## src/rtl/cycle_watchdog.sv

```systemverilog
// cycle_watchdog: programmable cycle-limit counter for bench timeouts,
// in-RTL watchdogs and periodic tick generation.
//
// Ports:
//   clk          rising-edge clock
//   clk_en       clock enable; state holds while low (reset and tick clear excepted)
//   sync_rst     synchronous active-high reset
//   start_i      latch limit/mode, clear count and expiry counter, enter RUN
//   stop_i       abort to IDLE (highest priority)
//   kick_i       clear count while running
//   pause_i      level; hold count while running
//   mode_i       0 = one-shot, 1 = periodic (sampled on start)
//   limit_i      terminal count (sampled on start)
//   count_o      current count
//   busy_o       high in RUN
//   expired_o    high in EXPIRED
//   tick_o       one-clk pulse after each limit hit
//   expire_cnt_o saturating count of limit hits since reset/start
module cycle_watchdog #(
  parameter int unsigned WIDTH     = 32,
  parameter int unsigned CNT_WIDTH = 8
) (
  input  logic                 clk,
  input  logic                 clk_en,
  input  logic                 sync_rst,
  input  logic                 start_i,
  input  logic                 stop_i,
  input  logic                 kick_i,
  input  logic                 pause_i,
  input  logic                 mode_i,
  input  logic [WIDTH-1:0]     limit_i,
  output logic [WIDTH-1:0]     count_o,
  output logic                 busy_o,
  output logic                 expired_o,
  output logic                 tick_o,
  output logic [CNT_WIDTH-1:0] expire_cnt_o
);

  typedef enum logic [1:0] {IDLE, RUN, EXPIRED} state_t;

  state_t               state, state_nxt;
  logic [WIDTH-1:0]     count, count_nxt;
  logic [WIDTH-1:0]     limit_q, limit_nxt;
  logic                 mode_q, mode_nxt;
  logic                 tick_nxt;
  logic [CNT_WIDTH-1:0] exp_cnt, exp_nxt;

  always_comb begin
    state_nxt = state;
    count_nxt = count;
    limit_nxt = limit_q;
    mode_nxt  = mode_q;
    exp_nxt   = exp_cnt;
    tick_nxt  = 1'b0;
    if (stop_i) begin
      state_nxt = IDLE;
    end else if (start_i) begin
      state_nxt = RUN;
      limit_nxt = limit_i;
      mode_nxt  = mode_i;
      count_nxt = '0;
      exp_nxt   = '0;
    end else if (state == RUN) begin
      if (kick_i) begin
        count_nxt = '0;
      end else if (!pause_i) begin
        if (count == limit_q) begin
          tick_nxt = 1'b1;
          if (exp_cnt != '1) exp_nxt = exp_cnt + CNT_WIDTH'(1);
          // One-shot parks with count held at the limit.
          if (mode_q) count_nxt = '0;
          else        state_nxt = EXPIRED;
        end else begin
          count_nxt = count + WIDTH'(1);
        end
      end
    end
  end

  always_ff @(posedge clk) begin
    if (sync_rst) begin
      state   <= IDLE;
      count   <= '0;
      limit_q <= '0;
      mode_q  <= 1'b0;
      tick_o  <= 1'b0;
      exp_cnt <= '0;
    end else begin
      // Tick clears on every edge so the pulse is one clk wide even when gated.
      tick_o <= 1'b0;
      if (clk_en) begin
        state   <= state_nxt;
        count   <= count_nxt;
        limit_q <= limit_nxt;
        mode_q  <= mode_nxt;
        exp_cnt <= exp_nxt;
        tick_o  <= tick_nxt;
      end
    end
  end

  assign count_o      = count;
  assign busy_o       = (state == RUN);
  assign expired_o    = (state == EXPIRED);
  assign expire_cnt_o = exp_cnt;

endmodule

```

## config.mk

```make
export PLATFORM = sky130hd
export DESIGN_NAME = cycle_watchdog
export DESIGN_NICKNAME = d
export VERILOG_FILES = /design/src/rtl/cycle_watchdog.sv
export SDC_FILE = /design/constraint.sdc
export NUM_CORES = 1
export LEC_CHECK = 0
export CORE_ASPECT_RATIO = 0.6
export CORE_MARGIN = 2
export CORE_UTILIZATION = 30
export CTS_CLUSTER_SIZE = 24
export DETAILED_ROUTE_END_ITERATION = 8
export GPL_TIMING_DRIVEN = 0
export PLACE_DENSITY_LB_ADDON = 0.25
export SLEW_MARGIN = 40
export SYNTH_ARGS = -nofsm -noshare
export SYNTH_HDL_FRONTEND = slang
export SYNTH_SLANG_ARGS = --single-unit
```

## constraint.sdc

```tcl
create_clock -name clk -period 3.63 [get_ports clk]
set_input_delay 0.726 -clock clk [delete_from_list [all_inputs] [get_ports clk]]
set_output_delay 0.726 -clock clk [all_outputs]
set_load 0.02 [all_outputs]
```

# ---- Yosys cells after proc, flatten, opt, wreduce, memory -nomap -nowiden
# Cells that the tools add are included.
# Widths: inputs -> output; s select.
dict set report word_totals {
  register_bits 76
  input_bits 40
  word_cells 52
}
dict set report classes {
  addsub 2
  eq_ne 11
  mux 20
  bitwise 3
  n_reduce_logical 10
}
# cell count
set ops {}
lappend ops {{$mux 32} 6}
lappend ops {{$mux 8} 6}
lappend ops {{$add 32x1->32 const B} 1}
lappend ops {{$eq 32x32->1} 1}
lappend ops {{$mux 2} 7}
lappend ops {{$ne 3x3->1 const B} 4}
lappend ops {{$add 8x1->8 const B} 1}
lappend ops {{$ne 8x8->1 const B} 1}
lappend ops {{$reduce_and 7->1} 1}
lappend ops {{$reduce_or 7->1} 1}
lappend ops {{$reduce_and 6->1} 1}
lappend ops {{$reduce_bool 2->1} 3}
lappend ops {{$reduce_bool 3->1} 2}
lappend ops {{$reduce_and 5->1} 1}
lappend ops {{$ne 2x2->1 const B} 2}
lappend ops {{$ne 4x4->1 const B} 1}
lappend ops {{$not 1->1} 3}
lappend ops {{$reduce_and 3->1} 1}
lappend ops {{$eq 2x1->1 const B} 1}
lappend ops {{$eq 2x2->1 const B} 1}
lappend ops {{$mux 1} 1}

# ---- Longest topological paths before layout
# Gate-level depths: netlist (run 1).
dict set report logic_depth {
  depth_word 7
  ltp_mapped 9
  depth_no_buf 8
}

# ---- Worst setup path after synthesis (run 1)
# No wires, ideal clock.
dict set report synth_path {
  path_kind {register to register}
  startpoint {register count[0], in the netlist count_o[0]}
  endpoint {register count[30], in the netlist count_o[30]}
  t_arrival_ps 2086
  t_required_ps 3502
  path_slack_ps 1416
  path_stages_with_launch 9
  n_path_buf 0
  path_cell_list {dfxtp_1 > ha_1 > nand3_1 > nor2_1 > nand4_1 > nor3_1 > a31oi_1 > o211ai_1 > o21ai_1}
}
dict set report synth_via {
  elab_chain_cells 6
}
# element line
set synth_lines {}
lappend synth_lines {{start: declaration} 42} ;# logic [WIDTH-1:0] count, count_nxt;
lappend synth_lines {{start signal: assignment} 93} ;# count <= count_nxt;
lappend synth_lines {{$add 32x1->32 or $eq 32x32->1 (tied branches)} {74, 67}}
lappend synth_lines {{$mux 32} 67} ;# if (count == limit_q) begin
lappend synth_lines {{$mux 32} 66} ;# end else if (!pause_i) begin
lappend synth_lines {{$mux 32} 64} ;# if (kick_i) begin
lappend synth_lines {{$mux 32} 63} ;# end else if (state == RUN) begin
lappend synth_lines {{$mux 32} 57} ;# end else if (start_i) begin
# Several ways; a longest one is shown, not always the timed one. The select of a mux whose other input is x is not followed.
# A chain may end at the register's enable or synchronous reset.

# ---- Worst setup path in the final report (run 1)
dict set report layout_path {
  startpoint {input port clk_en}
  endpoint {register count[21], in the netlist count_o[21]}
}
dict set report layout_via {
  elab_chain_cells 1
}
# element line
set layout_lines {}
lappend layout_lines {{start: declaration} 24} ;# input logic clk_en,
lappend layout_lines {{$reduce_and 5->1 (no line)} -}
# No other way between the ends.

==> results of run 1 <==
==> cell usage in the layout, fill, tap and decap left out, drive strengths merged, types with 9 or more instances in the layout <==
cell type	n
nand2	87
clkdlybuf4s50	81
dfxtp	76
a21oi	52
xor2	35
nor2	30
clkbuf	27
o21ai	24
nand4	18
o211ai	16
nand3	14
buf	13
nor4	11
nor3	9
==> report_power, final <==
| group | switching (mW) | internal (mW) |
|---|---|---|
| Clock | 0.343 | 0.617 |
| Combinational | 0.110 | 0.0791 |
| Sequential | 0.00964 | 0.847 |
| Total | 0.463 | 1.54 |
==> final cells by class <==
class / instances / share of cell area
flip-flops and latches: 76 / 0.298
plain buffers: 29 / 0.0260
multi-input cells: 361 / 0.411
well taps: 165 / 0.0405
clock inverters: 5 / 0.0147
inverters: 4 / 0.00294
clock buffers: 11 / 0.0476
repair buffers: 81 / 0.159
==> stage by stage <==
| step | setup slack, ns | cell area, µm² | power, mW | instances |
|---|---|---|---|---|
| after floorplan | 1.42 | 3760 | 0.973 | 470 |
| after global placement | 0.435 | 4770 | 1.06 | 716 |
| after detailed placement | 0.382 | 4770 | 1.06 | 716 |
| after CTS | 0.710 | 5090 | 2.02 | 732 |
| after global routing | 0.421 | 5100 | 2.08 | 732 |
| final | 0.571 | 5100 | 2.01 | 732 |
==> state kept, by name, indices dropped and copies added (netlist names) <==
| signal | cells |
|---|---|
| count_o | 32 |
| expire_cnt_o | 8 |
| limit_q | 32 |
| mode_q | 1 |
| state | 2 |
| tick_o | 1 |
==> cells by family after synthesis <==
family,after synthesis,share of synthesized area
buf+inv,33,0.0393
xor+xnor,38,0.0886
flops,76,0.405
fa+ha+maj,2,0.00666
simple gates,204,0.269
compound gates,111,0.176
mux,6,0.0160
==> worst max-delay path, stage by stage <==
cell and delay [ns]:
clkdlybuf4s50_1 0.55, nor2b_1 0.28, o21ai_1 0.24, nor4_2 0.75, clkbuf_1 0.48, nand4_1 0.15, mux2i_1 0.14
==> layer usage <==
metal	up-vias	GRT usage	wire, µm
met5	-	0	0
met4	0	0.0405	82
met2	127	0.264	5030
li1	1855	-	-
met1	1781	0.258	5940
met3	12	0.0646	1050
==> worst paths after layout <==
kind                             startpoint          end  slack (ns)  cells past startpoint
worst max register to register   count_o[4]  count_o[21]        0.71                      8
worst min-delay path            limit_q[24]  limit_q[24]        0.47                      2
worst min register to register  limit_q[24]  limit_q[24]        0.47                      2
worst max-delay path                 clk_en  count_o[21]        0.57                      7
==> cell usage after synthesis <==
| library cell | count | area share |
|---|---|---|
| a21oi_1 | 52 | 0.069 |
| a22oi_1 | 1 | 0.0020 |
| a31oi_1 | 7 | 0.012 |
| a41oi_1 | 1 | 0.0023 |
| and2_1 | 2 | 0.0033 |
| and3_1 | 7 | 0.012 |
| and4_1 | 2 | 0.0047 |
| and4b_1 | 1 | 0.0027 |
| buf_2 | 10 | 0.013 |
| buf_4 | 3 | 0.0060 |
| clkbuf_1 | 16 | 0.016 |
| clkinv_1 | 1 | 0.0010 |
| dfxtp_1 | 76 | 0.40 |
| ha_1 | 2 | 0.0067 |
| inv_1 | 3 | 0.0030 |
| mux2i_1 | 6 | 0.016 |
| nand2_1 | 86 | 0.086 |
| nand2_2 | 1 | 0.0017 |
| nand2b_1 | 1 | 0.0017 |
| nand3_1 | 14 | 0.019 |
| nand3b_1 | 3 | 0.0060 |
| nand4_1 | 18 | 0.030 |
| nand4b_1 | 6 | 0.014 |
| nor2_1 | 30 | 0.030 |
| nor2b_1 | 7 | 0.012 |
| nor3_1 | 7 | 0.0093 |
| nor3_2 | 2 | 0.0053 |
| nor4_1 | 9 | 0.015 |
| nor4_2 | 2 | 0.0067 |
| o211a_1 | 1 | 0.0027 |
| o211ai_1 | 16 | 0.032 |
| o21ai_0 | 3 | 0.0040 |
| o21ai_1 | 19 | 0.025 |
| o21ai_2 | 1 | 0.0023 |
| o21ai_4 | 1 | 0.0043 |
| o221a_1 | 1 | 0.0030 |
| o31ai_1 | 5 | 0.010 |
| o41ai_1 | 3 | 0.0070 |
| or2_2 | 2 | 0.0033 |
| or2_4 | 1 | 0.0023 |
| or3_1 | 3 | 0.0050 |
| xnor2_1 | 3 | 0.0070 |
| xor2_1 | 35 | 0.082 |
==> results.toml, run 1 <==
[run_status]
status = "completed"

[cts]
clkLatencyLatePin_ns = 0.34
htreeDepth = 3
cts_hold_buf = 0
ctsResizeCount = 0
clock_sinks = 76
root_buffer = "clkbuf_16"
cts_buffers = 9
clockBufferDepth = 2
cts_post_setup_buffers_inserted = 0
cts_tree = "done"
clk_pin_slew_ns = 0.06

[timing]
worst_pin_slew_ns = 0.833
slew_viol_final = 0
tns_ns = 0
clock_skew_ns = 0.00754
clock.fmax_mhz = 327
rsz0062_at_grt = "false"
hold_violations = 0
min_period_ns = 3.06
setup_viol = 0
slew_headroom = 0.440
hold_slack_ns = 0.470
post-route-period-util = 0.843

[setup_path]
end_kind = "register"
criticalPathCategory = "primary input to register"
cp.arrival_ns = 3.32
worstSetupStartpointType = "primary input"
critPathMaxFanout = 10
required_ns = 3.90

[synth]
synth_nets = 512
yosys.cell_types.count = 43
synth_area_um2 = 3760
syn_avg_cell_area_um2 = 7.99
yosys_warnings = 0
ys_ff_latch = 76
synth_cells = 470
yosysSeqAreaShare = 0.405

[floorplan]
start_util = 0.309
coreArea_um2 = 12100
rows = 31
die_w_um = 148
dieHeight_um = 90.7
die_area_um2 = 13500
io_pins = 83

[detailed_routing]
wl_um = 12100
antenna_left = 0
drt_pass1_iterations = 5
avgViaCountPerCell = 5.16
drtIter0Drc = 229
vias = 3775
wl_per_cell_um = 16.5
drc_errors = 0

[layout]
drive_gt1_frac = 0.0670
diodes = 0
area_growth_pct = 35.7
multiInputGateArea_um2 = 2090
fillerInstances = 1245
fin_util = 0.420
nets = 604
seq_area_um2 = 1520

[global_routing]
grt_pass1_vias = 3547
grt_overflow = 0
grt_usage = 0.182
antenna_found_initial = 0
grt_pass1_wl_um = 19100
grt_max_degree = 13

[pwr]
peakVddDrop_v = 0.000214
leakagePower_nw = 1.90
powerDensity_nw_per_um2 = 393

[placement]
portBuffers = 81
place_hpwl_um = 9130
gp_congestion = 0.900

[flow_run]
timing.max_cap.violations = 0

[hold_path]
hold_path.class = "register to register"
Note: power is estimated with default switching activity, not from simulation.
==> inputs of run 2 (changes only) <==
Clock period 3.63 ns to 2.64 ns, I/O delays scaled along.
==> results.toml, run 2 (synthesis gave the netlist of run 1 again) <==
[timing]
min_period_ns = 2.54
slew_viol_final = 0
post-route-period-util = 0.964
clock.fmax_mhz = 393
hold_violations = 0
slew_headroom = 0.557
rsz0062_at_grt = "false"
clock_skew_ns = 0.00791
setup_viol = 0
worst_pin_slew_ns = 0.661

[cts]
clk_pin_slew_ns = 0.06
clockBufferDepth = 2
cts_tree = "done"
root_buffer = "clkbuf_16"
clkLatencyLatePin_ns = 0.34
cts_hold_buf = 0
clock_sinks = 76
htreeDepth = 3
cts_buffers = 9

[layout]
drive_gt1_frac = 0.0823
final_common_cell = "nand2_1"
area_growth_pct = 37.5
stdcell_area_um2 = 5170
seq_area_um2 = 1520
mostFrequentLayoutCells = "86 x nand2_1, 81 x clkdlybuf4s50_1, 76 x dfxtp_1"
fillerInstances = 1247
nets = 608
multiInputGateArea_um2 = 2130
diodes = 0

[detailed_routing]
avgViaCountPerCell = 5.16
wl_per_cell_um = 16.6
met1_length_um = 6000
antenna_left = 0
drc_errors = 0
wl_met3_um = 1050
drtIter0Drc = 220
wl_met2_um = 5070
drt_pass1_iterations = 5
wl_um = 12200
highest_layer = "met4"
vias = 3800

[floorplan]
dieHeight_um = 90.7
die_w_um = 148
coreArea_um2 = 12100
rows = 31
io_pins = 83
die_area_um2 = 13500
start_util = 0.309

[global_routing]
antenna_found_initial = 0
grt_pass1_wl_um = 19100
grt_pass1_vias = 3547
grt_usage = 0.182
grt_overflow = 0
grt_max_degree = 13

[placement]
portBuffers = 81
place_hpwl_um = 9130
gp_congestion = 0.900
placed_cell_area_um2 = 4770

[setup_path]
cp.arrival_ns = 2.81
worstSetupStartpointType = "register"
cp_num_buf_inv = 2
cp_top_family = "simple AND/OR/NAND/NOR gates"
critPathMaxStageDelay_ns = 0.50
cp_cell_sequence = "xor2_1 > nor4_1 > nand4_1 > buf_4 > o21ai_4 > nor4_4 > clkbuf_2 > nand3_1 > o21ai_1"
critPathMaxFanout = 10
end_kind = "register"
required_ns = 2.91
criticalPathCategory = "register to register"
cp_slowest_cell = "nor4_4"

[pwr]
p_total_mw = 2.78
leakagePower_nw = 1.93
powerDensity_nw_per_um2 = 538
peakVddDrop_v = 0.000293

[hold_path]
hold_path.class = "register to register"

[run_status]
status = "completed"

[flow_run]
timing.max_cap.violations = 0
run 2: metal layers:
layer  GRT usage  up-vias
li1            -     1865
met1       0.258     1807
met2       0.264      117
met3      0.0646       11
met4      0.0405        0
met5           0        -
run 2: worst min-delay path, delay by kind of cell (launching register included):
family	cells	cell delay [ns]
flip-flops	1	0.31
AND/OR/NAND/NOR	1	0.05
AO/OA/AOI/OAI	1	0.05
run 2: final timing paths:
| kind | start | to | slack, ns | depth (start not counted) |
|---|---|---|---|---|
| worst max-delay path | count_o[4] | count_o[12] | 0.1 | 9 |
| worst max register to register | count_o[4] | count_o[12] | 0.1 | 9 |
| worst min register to register | limit_q[24] | limit_q[24] | 0.47 | 2 |
| worst min-delay path | limit_q[24] | limit_q[24] | 0.47 | 2 |
run 2: metrics by stage:
step | setup TNS, ns | hold WS (ns) | std cells | util | setup WS [ns]
global route | 0 | 0.490 | 736 | 0.426 | 0.0167
floorplan | 0 | 0.441 | 470 | - | 0.426
detailed placement | -7.32 | 0.459 | 716 | 0.393 | -0.410
global placement | -5.74 | 0.454 | 716 | 0.393 | -0.357
CTS | -1.84 | 0.467 | 732 | 0.420 | -0.154
finish | 0 | 0.469 | 736 | 0.426 | 0.0961
run 2: cell type report:
class                           instances  area share
Multi-Input combinational cell        361       0.412
Sequential cell                        76       0.295
Timing Repair Buffer                   85       0.163
Clock buffer                           11      0.0470
Tap cell                              165      0.0400
Buffer                                 29      0.0259
Clock inverter                          5      0.0145
Inverter                                4     0.00291
run 2: power by group:
group,total [mW],leakage [nW],internal [mW],switching (mW)
Combinational,0.277,1.16,0.119,0.158
Sequential,1.18,0.614,1.17,0.0134
Clock,1.32,0.159,0.849,0.476
Total,2.78,1.93,2.13,0.647
run 2: what timing repair did:
item | 4_1_cts | 5_1_grt
pin swaps | 0 | 4
setup endpoints to repair | 20 | 36
resized for setup | 1 | 7
buffers inserted | 0 | 4
==> inputs of run 3 (changes only) <==
Settings changed: CTS_CLUSTER_SIZE 24 to 10.
==> results of run 3 <==
The final DEF is identical to that of run 2; final timing and power are the same.
